<file path="config.mk">
export PLATFORM = sky130hd
export DESIGN_NAME = issue_unit
export DESIGN_NICKNAME = d
export VERILOG_FILES = /design/src/rtl/tomasulo_pkg.sv /design/src/rtl/issue_iq_fifo.sv /design/src/rtl/issue_unit.sv
export SDC_FILE = /design/constraint.sdc
export NUM_CORES = 1
export LEC_CHECK = 0
export CORE_MARGIN = 10
export CORE_UTILIZATION = 30
export DETAILED_ROUTE_END_ITERATION = 8
export SETUP_SLACK_MARGIN = 0.1
export SYNTH_ARGS = -nofsm -noshare
export SYNTH_HDL_FRONTEND = slang
export SYNTH_SLANG_ARGS = --single-unit
</file>
<file path="constraint.sdc">
create_clock -name clk1 -period 10.4 [get_ports clk1]
set_clock_uncertainty 0.15 [all_clocks]
set_input_delay 1.56 -clock clk1 [delete_from_list [all_inputs] [get_ports clk1]]
set_output_delay 1.56 -clock clk1 [all_outputs]
set_load 0.02 [all_outputs]
</file>
<file path="src/rtl/tomasulo_pkg.sv">
// Shared opcode, field and sizing definitions for the Tomasulo issue front end.
// Also holds the small opcode-class helpers used by the issue logic.
package tomasulo_pkg;

    localparam int IQ_DEPTH  = 4;
    localparam int ROB_DEPTH = 8;
    localparam int NREG      = 16;
    localparam int ROB_W     = $clog2(ROB_DEPTH);
    localparam int INSTR_W   = 16;

    localparam int FUNC_MSB = 15;
    localparam int FUNC_LSB = 12;
    localparam int RD_MSB   = 11;
    localparam int RD_LSB   = 8;
    localparam int RS1_MSB  = 7;
    localparam int RS1_LSB  = 4;
    localparam int RS2_MSB  = 3;
    localparam int RS2_LSB  = 0;

    localparam logic [3:0] FUNC_ADD = 4'b0000;
    localparam logic [3:0] FUNC_SUB = 4'b0001;
    localparam logic [3:0] FUNC_MUL = 4'b0010;
    localparam logic [3:0] FUNC_DIV = 4'b0011;
    localparam logic [3:0] FUNC_LD  = 4'b0100;
    localparam logic [3:0] FUNC_ST  = 4'b0101;
    localparam logic [3:0] FUNC_BEQ = 4'b0110;
    localparam logic [3:0] FUNC_BNE = 4'b0111;

    typedef enum logic [1:0] {
        ST_IDLE,
        ST_ISSUE,
        ST_STALL
    } issue_state_t;

    function automatic logic is_mul_class(input logic [3:0] f);
        return f[3:1] == FUNC_MUL[3:1];
    endfunction

    // Stores and branches still take a ROB slot but never produce a register value.
    function automatic logic is_no_rd(input logic [3:0] f);
        return (f == FUNC_ST) || (f[3:1] == FUNC_BEQ[3:1]);
    endfunction

    function automatic logic is_illegal(input logic [3:0] f);
        return f[3];
    endfunction

endpackage

</file>
<file path="src/rtl/issue_iq_fifo.sv">
// Instruction queue for the issue stage: power-of-two FIFO with wrapping pointers.
// A push into a full queue is honoured when a pop happens in the same cycle.
module issue_iq_fifo #(
    parameter int DEPTH = 4,
    parameter int WIDTH = 16
) (
    input  logic             clk1,
    input  logic             rst,
    input  logic             push,
    input  logic             pop,
    input  logic [WIDTH-1:0] din,
    output logic [WIDTH-1:0] head,
    output logic             full,
    output logic             empty
);

    localparam int PW = $clog2(DEPTH);

    logic [WIDTH-1:0] mem [DEPTH];
    logic [PW-1:0]    wr_ptr;
    logic [PW-1:0]    rd_ptr;
    logic [PW:0]      used;
    logic             do_push;
    logic             do_pop;

    assign do_pop  = pop && !empty;
    assign do_push = push && (!full || do_pop);
    assign full    = (used == (PW+1)'(DEPTH));
    assign empty   = (used == '0);
    assign head    = mem[rd_ptr];

    always_ff @(posedge clk1 or posedge rst) begin
        if (rst) begin
            wr_ptr <= '0;
            rd_ptr <= '0;
            used   <= '0;
        end else begin
            if (do_push) wr_ptr <= wr_ptr + PW'(1);
            if (do_pop)  rd_ptr <= rd_ptr + PW'(1);
            case ({do_push, do_pop})
                2'b10:   used <= used + (PW+1)'(1);
                2'b01:   used <= used - (PW+1)'(1);
                default: used <= used;
            endcase
        end
    end

    // Storage carries no reset; an entry is only read after it has been written.
    always_ff @(posedge clk1) begin
        if (do_push) mem[wr_ptr] <= din;
    end

endmodule

</file>
<file path="src/rtl/issue_unit.sv">
// Issue stage of the Tomasulo core: queues instructions, allocates ROB slots and renames sources.
// Define ISSUE_CDB_BYPASS_EN to forward a same-cycle CDB broadcast into the source lookup.
import tomasulo_pkg::*;

module issue_unit (
    input  logic        clk1,
    input  logic        rst,
    input  logic        instr_valid,
    input  logic [15:0] instr_in,
    output logic        instr_ready,
    input  logic        add_full,
    input  logic        mul_full,
    input  logic        rob_commit,
    input  logic        cdb_valid,
    input  logic [2:0]  cdb_rob,
    output logic        count,
    output logic [3:0]  func,
    output logic [3:0]  rs1,
    output logic [3:0]  rs2,
    output logic        rs1_b,
    output logic        rs2_b,
    output logic [3:0]  rd,
    output logic [2:0]  rob_ind,
    output logic        illegal
);

    issue_state_t     state_q, state_d;
    logic [15:0]      iq_head;
    logic             iq_full, iq_empty, iq_push, iq_pop;
    logic [3:0]       head_func, head_rd, head_rs1, head_rs2;
    logic [NREG-1:0]  busy_q;
    logic [ROB_W-1:0] tag_q [NREG];
    logic [ROB_W-1:0] rob_tail_q;
    logic [ROB_W:0]   rob_used_q;
    logic             do_issue, do_drop, commit_eff;
    logic             rs_blocked, rob_blocked, hazard;
    logic             cdb_hit1, cdb_hit2, src1_ready, src2_ready;

    issue_iq_fifo #(.DEPTH(IQ_DEPTH), .WIDTH(INSTR_W)) u_iq (
        .clk1  (clk1),
        .rst   (rst),
        .push  (iq_push),
        .pop   (iq_pop),
        .din   (instr_in),
        .head  (iq_head),
        .full  (iq_full),
        .empty (iq_empty)
    );

    assign head_func   = iq_head[FUNC_MSB:FUNC_LSB];
    assign head_rd     = iq_head[RD_MSB:RD_LSB];
    assign head_rs1    = iq_head[RS1_MSB:RS1_LSB];
    assign head_rs2    = iq_head[RS2_MSB:RS2_LSB];
    assign iq_pop      = do_issue || do_drop;
    assign instr_ready = !iq_full || iq_pop;
    assign iq_push     = instr_valid && instr_ready;
    assign count       = (state_q == ST_ISSUE);

    // A commit in the same cycle frees the slot the head is waiting for.
    assign commit_eff  = rob_commit && (rob_used_q != '0);
    assign rob_blocked = (rob_used_q == (ROB_W+1)'(ROB_DEPTH)) && !rob_commit;
    assign rs_blocked  = is_mul_class(head_func) ? mul_full : add_full;
    assign cdb_hit1    = cdb_valid && busy_q[head_rs1] && (tag_q[head_rs1] == cdb_rob);
    assign cdb_hit2    = cdb_valid && busy_q[head_rs2] && (tag_q[head_rs2] == cdb_rob);

`ifdef ISSUE_CDB_BYPASS_EN
    assign src1_ready = !busy_q[head_rs1] || cdb_hit1;
    assign src2_ready = !busy_q[head_rs2] || cdb_hit2;
    assign hazard     = 1'b0;
`else
    assign src1_ready = !busy_q[head_rs1];
    assign src2_ready = !busy_q[head_rs2];
    assign hazard     = cdb_hit1 || cdb_hit2;
`endif

    always_comb begin
        state_d  = ST_IDLE;
        do_issue = 1'b0;
        do_drop  = 1'b0;
        if (!iq_empty) begin
            if (is_illegal(head_func)) begin
                do_drop = 1'b1;
            end else if (rs_blocked || rob_blocked || hazard) begin
                state_d = ST_STALL;
            end else begin
                do_issue = 1'b1;
                state_d  = ST_ISSUE;
            end
        end
    end

    always_ff @(posedge clk1 or posedge rst) begin
        if (rst) state_q <= ST_IDLE;
        else     state_q <= state_d;
    end

    // Data outputs hold their last issued values while count is low.
    always_ff @(posedge clk1 or posedge rst) begin
        if (rst) begin
            illegal <= 1'b0;
            func    <= '0;
            rd      <= '0;
            rs1     <= '0;
            rs2     <= '0;
            rs1_b   <= 1'b0;
            rs2_b   <= 1'b0;
            rob_ind <= '0;
        end else begin
            illegal <= do_drop;
            if (do_issue) begin
                func    <= head_func;
                rd      <= head_rd;
                rs1     <= src1_ready ? head_rs1 : {1'b0, tag_q[head_rs1]};
                rs2     <= src2_ready ? head_rs2 : {1'b0, tag_q[head_rs2]};
                rs1_b   <= src1_ready;
                rs2_b   <= src2_ready;
                rob_ind <= rob_tail_q;
            end
        end
    end

    always_ff @(posedge clk1 or posedge rst) begin
        if (rst) begin
            rob_tail_q <= '0;
            rob_used_q <= '0;
        end else begin
            if (do_issue) rob_tail_q <= rob_tail_q + ROB_W'(1);
            if (do_issue && !commit_eff)      rob_used_q <= rob_used_q + (ROB_W+1)'(1);
            else if (!do_issue && commit_eff) rob_used_q <= rob_used_q - (ROB_W+1)'(1);
        end
    end

    // The issue write comes after the CDB clear so it wins on the same register.
    always_ff @(posedge clk1 or posedge rst) begin
        if (rst) begin
            busy_q <= '0;
            for (int r = 0; r < NREG; r++) tag_q[r] <= '0;
        end else begin
            for (int r = 0; r < NREG; r++) begin
                if (cdb_valid && busy_q[r] && (tag_q[r] == cdb_rob)) busy_q[r] <= 1'b0;
            end
            if (do_issue && !is_no_rd(head_func)) begin
                busy_q[head_rd] <= 1'b1;
                tag_q[head_rd]  <= rob_tail_q;
            end
        end
    end

endmodule

</file>
==> results of run 1 <==
cell usage in the layout (no fill, tap or decap), types with 19 or more instances in the layout:
master / synthesis / layout
mux2_2: 33 / 33
o21ai_0: 20 / 20
nand2_1: 45 / 45
xnor2_1: 60 / 60
mux2i_1: 61 / 61
dfrtp_1: 102 / 102
mux4_2: 19 / 19
edfxtp_1: 64 / 64
clkdlybuf4s50_1: 0 / 49
mux2_4: 32 / 32
state kept, by name (all words and copies together), names as in the netlist, 2 cells and up:
signal       flops
busy_q          16
func             4
rd               4
rob_ind          3
rob_tail_q       3
rob_used_q       4
rs1              4
rs2              4
state_q          2
tag_q           48
u_iq.mem        64
u_iq.rd_ptr      2
u_iq.used        3
u_iq.wr_ptr      2
stage by stage:
step	hold slack, ns	cells	worst slack (ns)	utilization (%)
6_report	0.342	1107	3.70	35.2
3_5_place_dp	0.322	1075	4.15	33.2
3_3_place_gp	0.318	1075	4.15	33.2
2_1_floorplan	0.306	664	5.35	-
4_1_cts	0.343	1107	3.66	35.2
5_1_grt	0.368	1107	3.48	35.2
worst reg2reg max path, cell delays in order, from the launching register on:
cell	delay, ns
dfrtp_1	0.32
buf_4	0.31
mux4_2	0.96
mux2_1	0.47
a221o_1	0.38
o22ai_1	0.21
nor2_2	0.09
xnor2_2	0.16
nand4_1	0.24
nand2_1	0.53
inv_2	0.35
ha_1	0.33
inv_1	0.11
ha_1	0.24
a21o_1	0.17
a21oi_1	0.16
xnor2_1	0.13
nor2_1	0.07
xnor2_1	0.13
layout make-up:
class / count / area (um2) / share of cell area, %
repair buffers: 58 / 558 / 5.31
flip-flops and latches: 166 / 4470 / 42.6
inverters: 16 / 62.6 / 0.595
multi-input cells: 445 / 4340 / 41.3
clock inverters: 15 / 168 / 1.59
well taps: 390 / 488 / 4.64
clock buffers: 17 / 425 / 4.05
cell families after synthesis:
kind of cell,count (synthesis),share of synthesized area [%]
fa+ha+maj,11,1.67
simple gates,133,10.9
buf+inv,53,3.71
mux,159,22.5
flops,166,48.9
xor+xnor,66,6.40
compound gates,76,5.91
power by group through the flow:
| stage | registers, mW | clock network, mW | logic [mW] |
|---|---|---|---|
| after floorplan | 1.09 | 0 | 1.37 |
| after global placement | 1.13 | 0 | 1.76 |
| after detailed placement | 1.13 | 0 | 1.77 |
| after CTS | 1.12 | 0.657 | 1.78 |
| after global routing | 1.15 | 0.681 | 1.91 |
| final | 1.12 | 0.645 | 1.78 |
routing by layer:
metal / global-route usage, % / vias to the layer above / part of all wire, % / wire (um)
met5: 0 / - / 0 / 0
li1: - / 2542 / - / -
met3: 2.29 / 28 / 3.6 / 820
met4: 4.15 / 0 / 2.0 / 456
met1: 15.4 / 2835 / 46 / 10500
met2: 18.9 / 101 / 48 / 10900
worst max-delay path by stage:
stage | cells past startpoint | end
2_1_floorplan | 8 | instr_ready
5_1_grt | 12 | instr_ready
4_1_cts | 12 | instr_ready
3_5_place_dp | 12 | instr_ready
3_3_place_gp | 12 | instr_ready
6_report | 12 | instr_ready
==> results.yml, run 1 <==
status:
  status: "complete, no violations"
yosys:
  synthTopCellsByCount: "dfrtp_1 (102), edfxtp_1 (64), mux2i_1 (61)"
  syn_area_per_cell_um2: 13.8
  synthesis.nets: 701
  syn_inst: 664
  ys_async_sr_fraction_pct: 61.4
  ys_seq_elements: 166
  synth_top_area_share_pct: 27.9
  synth_edf_count: 64
  synthesis.area_mm2: 0.00915
  synth_ff_type: "dfrtp_1"
  ys_types: 68
  synth_area_leader_cell: "dfrtp_1"
  ys_seq_area_share_pct: 48.9
  yosysMostFrequentCell: "dfrtp_1"
  yosys_warnings: 0
  synth_area_leaders: "dfrtp_1 (28%), edfxtp_1 (21%), mux2i_1 (6.7%)"
power_and_ir_drop:
  p_leak_nw: 4.16
  p_seq_share_pct: 31.6
  comb_power_share_pct: 50.2
  switching_share_pct: 41.1
  p_switching_mw: 1.46
  p_total_mw: 3.54
  p_clk_share_pct: 18.2
  power.internal_mw: 2.09
  power_density_mw_per_mm2: 337
  ir_worst_vdd_v: 0.000146
clock_tree:
  post_cts_buffers: 0
  clk_latency_ns: 0.43
  cts_resized: 0
  cts_hold_buf: 0
  clock_sinks: 166
  cts_tree: "yes"
  path_clk_slew_ns: 0.06
  htreeDepth: 4
  clock_path_buffers: 2
  cts_root_buffer: "clkbuf_16"
  cts-buffers-inserted: 17
layout:
  area_delta_synth_final_pct: 14.9
  fillCellCount: 2874
  stdcell_area_mm2: 0.0105
  drive_gt1_share_pct: 21.8
  diodes: 0
  fin_nets: 741
sta:
  worst_pin_slew_ns: 0.946
  period_share_pct: 64.4
  tns_ns: 0
  fmax_ghz: 0.149
  hold_viol_final: 0
  setup_viol: 0
  drv_slew: 0
  max-slew-margin-rel_pct: 36.9
  rsz0062_at_grt: "false"
  post-route-min-period_ns: 6.70
drt:
  viasPerCell: 4.97
  vias: 5506
  wirelength_um: 22600
  drc_errors: 0
  drt_iter0_markers: 311
  antenna_left: 0
  wl_per_cell_um: 20.4
  firstDrtPassIters: 4
global_routing:
  grt_first_pass_wirelength_um: 35100
  track_usage_pct: 11.7
  grt_max_degree: 68
  grt_overflow: 0
  grt_pass1_vias: 5778
  antenna_found_initial: 0
die:
  ios: 50
  die_area_mm2: 0.0379
  die_w_um: 195
  fp.coreArea_mm2: 0.0299
  start_util_pct: 30.6
  die-height_um: 195
  rows: 63
setup_path:
  critPathBufInv: 3
  path_class: "reg -> out"
  path_common_cell: "buf_4"
  slowest_delay_ns: 0.95
  start_kind: "register"
  rr_startpoint: "u_iq.rd_ptr[0]"
  cp_slowest_cell: "mux4_2"
  crit_chain: "buf_4, mux4_2, mux2_1, a221o_1, o22ai_1, nor2_2, xnor2_2, and4_2, buf_4, nor3b_1, or2_1, clkdlybuf4s50_1"
  crit_required_ns: 8.69
  setup.worst_path.start: "u_iq.rd_ptr[0]"
  path_max_fanout: 31
  reg2reg_slack_ns: 4.78
  crit_arrival_ns: 4.99
  rr_worst_depth: 18
  rr_endpoint: "rob_used_q[3]"
  worstSetupEndpointType: "output port"
  cp_top_family: "multiplexers"
placed_design:
  dp_hpwl_um: 15700
  gp_congestion: 0.870
  port_buffers: 49
  dpl_cell_area_mm2: 0.00992
min_path:
  hold_depth: 1
  worstHoldStart: "rd[1]"
  hold_class: "reg -> reg"
  hold_end: "rd[1]"
run:
  cap_viol_max_count: 0
Power figures use the tool's default switching activity.
==> inputs of run 2 (changes only) <==
==> constraint.sdc (replaced) <==
create_clock -name clk1 -period 5.4 [get_ports clk1]
set_clock_uncertainty 0.15 [all_clocks]
set_input_delay 0.81 -clock clk1 [delete_from_list [all_inputs] [get_ports clk1]]
set_output_delay 0.81 -clock clk1 [all_outputs]
set_load 0.02 [all_outputs]
==> results.yml, run 2 (synthesis results as in run 1) <==
drt:
  viasPerCell: 5.05
  firstDrtPassIters: 5
  wirelength_um: 23100
  wl_per_cell_um: 20.6
  drc_errors: 0
  drt_iter0_markers: 443
  vias: 5671
  antenna_left: 0
power_and_ir_drop:
  ir_worst_vdd_v: 0.000295
  comb_power_share_pct: 50.9
  p_leak_nw: 4.27
  p_switching_mw: 2.90
  power_density_mw_per_mm2: 653
  p_seq_share_pct: 30.8
  switching_share_pct: 41.5
  p_clk_share_pct: 18.3
  power.internal_mw: 4.09
setup_path:
  path_max_fanout: 12
  worstSetupEndpointType: "output port"
  path_class: "reg -> out"
  crit_required_ns: 4.44
  start_kind: "register"
  crit_arrival_ns: 4.18
global_routing:
  grt_pass1_vias: 6033
  grt_first_pass_wirelength_um: 36200
  grt_overflow: 0
  antenna_found_initial: 0
  grt_max_degree: 62
  track_usage_pct: 12.1
sta:
  post-route-min-period_ns: 5.14
  drv_slew: 0
  fin_ws_ns: 0.256
  fmax_ghz: 0.194
  hold_ws_ns: 0.339
  setup_viol: 0
  period_share_pct: 95.3
  tns_ns: 0
  max-slew-margin-rel_pct: 42.4
  worst_pin_slew_ns: 0.864
  hold_viol_final: 0
  rsz0062_at_grt: "false"
layout:
  fillCellCount: 2823
  final_cell_mix: "dfrtp_1 (102), edfxtp_1 (64), mux2i_1 (61), xnor2_1 (60), clkdlybuf4s50_1 (49)"
  multiInputGateArea_mm2: 0.00437
  reg_top3: "u_iq.mem x64, tag_q x48, busy_q x16"
  largest_register_ffs: 64
  area_delta_synth_final_pct: 17.0
  diodes: 0
  register_area_mm2: 0.00447
  final_common_cell: "dfrtp_1"
  drive_gt1_share_pct: 23.7
  regMostFlops: "u_iq.mem"
  fin_nets: 757
clock_tree:
  clk_latency_ns: 0.44
  clock_sinks: 166
  cts-buffers-inserted: 17
  clock_path_buffers: 2
  cts_root_buffer: "clkbuf_16"
  htreeDepth: 4
  cts_tree: "yes"
  path_clk_slew_ns: 0.07
  cts_hold_buf: 0
placed_design:
  dp_hpwl_um: 16600
  pre_cts_slack_ns: 0.541
  port_buffers: 49
  gp_congestion: 0.871
run:
  cap_viol_max_count: 0
die:
  ios: 50
  start_util_pct: 30.6
  rows: 63
  die_w_um: 195
  die_area_mm2: 0.0379
  die-height_um: 195
  fp.coreArea_mm2: 0.0299
status:
  status: "complete, no violations"
min_path:
  hold_class: "reg -> reg"
run 2: final timing paths:
check | startpoint | slack [ns] | depth (start not counted) | endpoint
min in group asynchronous | rst | 0.71 | 2 | rob_ind[1]
max reg2reg | u_iq.rd_ptr[0] | 0.60 | 17 | u_iq.used[2]
min reg2reg | rd[1] | 0.34 | 1 | rd[1]
min | rd[1] | 0.34 | 1 | rd[1]
max | u_iq.rd_ptr[0] | 0.26 | 11 | instr_ready
max in group asynchronous | rst | 3.33 | 3 | tag_q[3]
run 2: cell type report:
cell class	count	area share, %
Multi-Input combinational cell	446	40.8
Clock inverter	15	1.92
Sequential cell	166	41.8
Clock buffer	17	3.97
Timing Repair Buffer	73	6.38
Inverter	16	0.584
Tap cell	390	4.56
run 2: per-layer routing:
layer / global-route usage (%) / share of wire [%]
met4: 5.05 / 3.0
met3: 2.10 / 4.6
met2: 19.8 / 48
met1: 15.3 / 44
met5: 0 / 0
run 2: power by group through the flow:
stage / registers [mW] / logic, mW / clock network [mW]
CTS: 2.15 / 3.51 / 1.30
floorplan: 2.09 / 2.63 / 0
global placement: 2.17 / 3.47 / 0
finish: 2.15 / 3.55 / 1.28
global route: 2.21 / 3.87 / 1.35
detailed placement: 2.17 / 3.50 / 0
run 2: critical path, stage by stage, from the launching register on:
cell and delay (ns):
dfrtp_1 0.39, buf_4 0.20, mux4_2 0.73, mux2i_1 0.19, mux2_2 0.29, mux2_2 0.27, and3_1 0.19, nor4b_2 0.36
and3_4 0.26, nor3b_2 0.06, or2_1 0.25, clkdlybuf4s50_1 0.55
run 2: timing repair:
item | 4_1_cts | 5_1_grt
setup endpoints to repair | 0 | 1
gates resized for setup | 0 | 2
hold endpoints to repair | 0 | 0
setup buffers | 0 | 2
run 2: through the flow:
| stage | total power, mW | instance area, um2 | instances | util [%] |
|---|---|---|---|---|
| finish | 6.99 | 10700 | 1123 | 35.8 |
| global route | 7.43 | 10700 | 1123 | 35.8 |
| CTS | 6.96 | 10600 | 1120 | 35.6 |
| detailed placement | 5.66 | 10000 | 1088 | 33.5 |
| global placement | 5.64 | 10000 | 1088 | 33.5 |
| floorplan | 4.73 | 9150 | 664 | - |
==> variant 1, RTL diff (config.mk and constraints of run 2) <==
Put a register stage on the output `count`, with the module's reset. The value now appears one clock later. The other outputs are not delayed to match.
--- a/src/rtl/issue_unit.sv
+++ b/src/rtl/issue_unit.sv
@@ -54,7 +54,13 @@
     assign iq_pop      = do_issue || do_drop;
     assign instr_ready = !iq_full || iq_pop;
     assign iq_push     = instr_valid && instr_ready;
-    assign count       = (state_q == ST_ISSUE);
+    always_ff @(posedge clk1 or posedge rst) begin
+        if (rst) begin
+            count <= '0;
+        end else begin
+            count <= (state_q == ST_ISSUE);
+        end
+    end
 
     // A commit in the same cycle frees the slot the head is waiting for.
     assign commit_eff  = rob_commit && (rob_used_q != '0);
Behaviour: not the same (Yosys sat finds a counterexample within 4 cycles, from zero or initial values and one cycle with rst high).
==> variant 1 against run 2 <==
Register-to-register slack lost 0.07 ns. Highest routed layer unchanged. First-iteration DRC count grew 2.0%. Wire length shrank 3.4%. Synthesized area shrank 4.7%. Sequential cell count grew 1. Design area shrank 2.8%. Power shrank 1.8%. Setup slack gained 0.12 ns. Largest cell class unchanged. Non-clock buffer count grew 12. Critical path type unchanged. Die area shrank 4.2%.
==> variant 1: results (changes against run 2) <==
Routing
  – Wire length per cell: 19.5 microns (-5.3%)
  – Vias/cell: 5.03 (-0.42%)
  – Drt initial violations: 452 (+2.0%)

Layout
  – Fill count: 2,773 (-1.8%)
  – Layout Nets: 786 (+3.8%)
  – Ratio of cells with drive above 1 in the final layout: 21.5% (-2.2 points)
  – Antenna Cells: 0 (unchanged)

Global route
  – First-pass GRT wire length: 35,300 microns (-2.6%)
  – Initial antenna violation count: 0 (unchanged)
  – GRT Resource Usage Total: 12.6% (+0.51 points)
  – Largest net degree at the start of global routing: 74 (+19%)
  – Vias in the first global route: 5,833 (-3.3%)

Synthesis
  – Sequential share of the synthesized area: 51.6% (+2.7 points)
  – Synth top area cells: dfrtp_1 (30%), edfxtp_1 (22%), mux2_2 (9.7%)
  – Unique masters post-synth: 55 (-19%)
  – Synth top cells by count: dfrtp_1 (103), mux2_2 (75), mux2i_1 (75)
  – Post-synth ARST share: 61.7% (+0.23 points)
  – Post-Syn Nets: 722 (+3.0%)

Setup path
  – R2r worst-path depth: 12 (-5)
  – Max FO, Critical Path: 18 (+6)
  – RR Startpoint: u_iq.rd_ptr[0]
  – R2R Path End: tag_q[47]
  – Worst Path Arrival: 4.07 ns (-0.11 ns)
  – Reg2reg setup slack: 0.53 ns (-0.07 ns)

STA
  – Max-slew headroom: 30.0% (-12 points)
  – Final-report setup violation count: 0 (unchanged)
  – Final period util: 93.1% (-2.1 points)

Placed design
  – Hpwl dp: 16,000 microns (-4.0%)
  – Post-placement cell area: 0.00966 sq mm (-3.6%)
  – Worst Setup Slack post-DPL: 0.585 ns (+0.0438 ns)
  – Gpl congestion: 0.868 (-0.29%)

CTS
  – H-tree depth: 4 (unchanged)
  – Worst skew pair latency: 0.44 ns (about the same)

Run status
  – Outcome: completed

Power and ir drop
  – Max VDD drop: 222 uV (-25%)

Worst hold path
  – Hold wc startpoint: state_q[1]
## variant 1: critical path, stage by stage, from the launching register on
cell	delay (ns)
dfrtp_1	0.50
buf_4	0.20
mux4_2	0.77
mux2i_1	0.20
a22oi_1	0.41
nand2_1	0.09
o2111ai_1	0.22
o2111ai_1	0.23
o221ai_4	0.33
nand2_1	0.11
clkdlybuf4s50_1	0.56
## variant 1: report_power, final
group	internal [uW]	leakage, uW	switching (uW)
Combinational	1530	0.00207	1770
Clock	753	0.000308	558
Sequential	1770	0.00191	483
Total	4050	0.00428	2820
## variant 1: kinds of logic (layout without fill, tap and decap cells)
group / Yosys count / count (layout) / synth area share [%]
AO/OA/AOI/OAI: 97 / 97 / 7.58
multiplexers: 166 / 166 / 22.4
adder cells (fa/ha/maj): 11 / 11 / 1.75
AND/OR/NAND/NOR: 122 / 122 / 7.13
flip-flops: 167 / 167 / 51.6
XOR/XNOR: 64 / 64 / 6.43
buffers and inverters: 58 / 135 / 3.06
## variant 1: area by class of cell
cell class	count	area, sq um	area share, %
Sequential cell	167	4500	43.2
Inverter	18	70.1	0.673
Clock inverter	14	205	1.97
Clock buffer	18	429	4.12
Multi-Input combinational cell	460	3960	38.1
Timing Repair Buffer	85	761	7.31
Tap cell	384	480	4.62
## variant 1: how the worst min path moves through the flow
stage,endpoint,slack [ns],cells past startpoint
6_report,count,0.25,1
3_5_place_dp,count,0.24,1
2_1_floorplan,count,0.23,1
5_1_grt,count,0.28,1
3_3_place_gp,count,0.25,1
4_1_cts,count,0.25,1
## variant 1: layer usage
layer	wire length, microns	track usage, %
met1	10500	17.3
met3	1290	3.57
met5	0	0
met2	10300	18.9
met4	277	3.60
## variant 1: per-stage QoR
stage	utilization, %	cells
floorplan	-	685
global placement	33.7	1099
detailed placement	33.7	1099
CTS	35.9	1131
global route	36.3	1146
finish	36.3	1146
==> variant 2, RTL diff (config.mk and constraints of run 2) <==
Made on the original files. Change the package constant `NREG` from 16 to 8.
--- a/src/rtl/tomasulo_pkg.sv
+++ b/src/rtl/tomasulo_pkg.sv
@@ -4,7 +4,7 @@
 
     localparam int IQ_DEPTH  = 4;
     localparam int ROB_DEPTH = 8;
-    localparam int NREG      = 16;
+    localparam int NREG      = 8;
     localparam int ROB_W     = $clog2(ROB_DEPTH);
     localparam int INSTR_W   = 16;
 
Formal check against the unedited RTL: not equivalent (a bounded check fails within 4 cycles, from zero or initial values and one cycle with rst high).
==> variant 2 against run 2 <==
Setup slack better by 0.058 ns. Wire length decreased by 32%. Critical endpoint unchanged. Sequential share of layout area grew 5.0 points. Combinational power is 36% lower. Power fell by 26%. Global-route usage shrank 0.63 points. Clock power is 12% lower. Critical path depth shrank 1. Sequential cell count shrank 32. Critical path type unchanged. Via count fell by 29%. Core utilization up 1.2 points. Non-clock buffer count shrank 15. Synthesized area fell by 29%. Design area decreased by 27%.
==> variant 2: results (changes against run 2) <==
Layout
  – Layout area overhead: 20.7%
  – ClkCell Share: 7.37% (+1.5 points)
  – Fill count: 2,035 (-28%)
  – Final Non-Filler Cells: 802 (-29%)
  – Multi-input gate area: 0.00266 sq mm (-39%)
  – Ratio of cells with drive above 1 in the final layout: 21.6% (-2.1 points)
  – Sequential share of cell area: 46.8% (+5.0 points)

Placed design
  – Worst Setup Slack post-DPL: 0.398 ns (-0.143 ns)
  – Hpwl dp: 11,200 microns (-32%)
  – Gpl congestion: 0.867 (-0.48%)
  – Cell Count Post-Placement: 770 (-29%)

Worst hold path
  – Hold wc startpoint: func[3]

Routing
  – Via count: 4,016 (-29%)
  – Met2 routed wirelength: 7880 microns (-29%)
  – Met1 Wirelength: 6960 microns (-32%)
  – Met3 Routed Length: 736 microns (-31%)
  – Drt initial violations: 225 (-49%)

Synthesis
  – Biggest area consumer among synthesized cells: edfxtp_1
  – Post-Syn Nets: 497 (-29%)
  – Unique masters post-synth: 54 (-21%)
  – Post-synthesis compound-gate area fraction: 6.11% (+0.20 points)
  – Post-synth ARST share: 52.2% (-9.2 points)
  – Synth Area in Adders: 2.34% (+0.67 points)
  – Mapped Cells: 460 (-31%)

STA
  – Final period util: 94.2% (-1.1 points)
  – Max-slew headroom: 44.6% (+2.2 points)

Global route
  – Vias in the first global route: 4,299 (-29%)
  – GR met3 Demand/Resource: 2.93% (+0.83 points)
  – GRT Resource Usage Total: 11.4% (-0.63 points)
  – Met2 global-route usage: 19.0% (-0.85 points)
  – Largest net degree at the start of global routing: 44 (-29%)
  – First-pass GRT wire length: 25,300 microns (-30%)

Power and ir drop
  – Leak: 0.00314 uW (-26%)
  – Max VDD drop: 205 uV (-30%)

Setup path
  – R2R Path End: rob_used_q[3]
  – Worst Path Arrival: 4.13 ns (-0.05 ns)

CTS
  – Worst skew pair latency: 0.42 ns (-0.02 ns)
  – # clock sinks: 134 (-19%)

Run status
  – Outcome: completed

Floorplan
  – Die footprint: 0.0280 sq mm (-26%)
## variant 2: cell types whose count changed in the layout (fill, tap and decap cells not counted), sizes merged, moves of 8 or more
cell	change
o21ai	-14
xnor2	-42
nand4	-13
buf	-15
xor2	+14
mux2	-32
mux2i	-30
nand2	-17
a21o	-10
dfrtp	-32
nor4b	-18
and2	-8
## variant 2: repair_timing
item / 4_1_cts / 5_1_grt
gates resized for setup: 1 / 1
endpoints found under the setup margin: 1 / 1
gates cloned: 0 / 0
## variant 2: critical path: stages, from the launching register on
cell and delay [ns]:
dfrtp_4 0.54, buf_4 0.22, mux4_2 0.65, nor2b_1 0.21, a22oi_1 0.38, nand3_1 0.14, a211oi_1 0.28, and4_1 0.33
nor3_4 0.05, or2_2 0.31, clkdlybuf4s50_1 0.58
## variant 2: report_power, final
| part | internal, uW | switching [uW] | leakage, uW |
|---|---|---|---|
| clock network | 684 | 448 | 0.000281 |
| registers | 1430 | 318 | 0.00146 |
| logic | 1060 | 1220 | 0.00139 |
| total | 3180 | 1990 | 0.00314 |
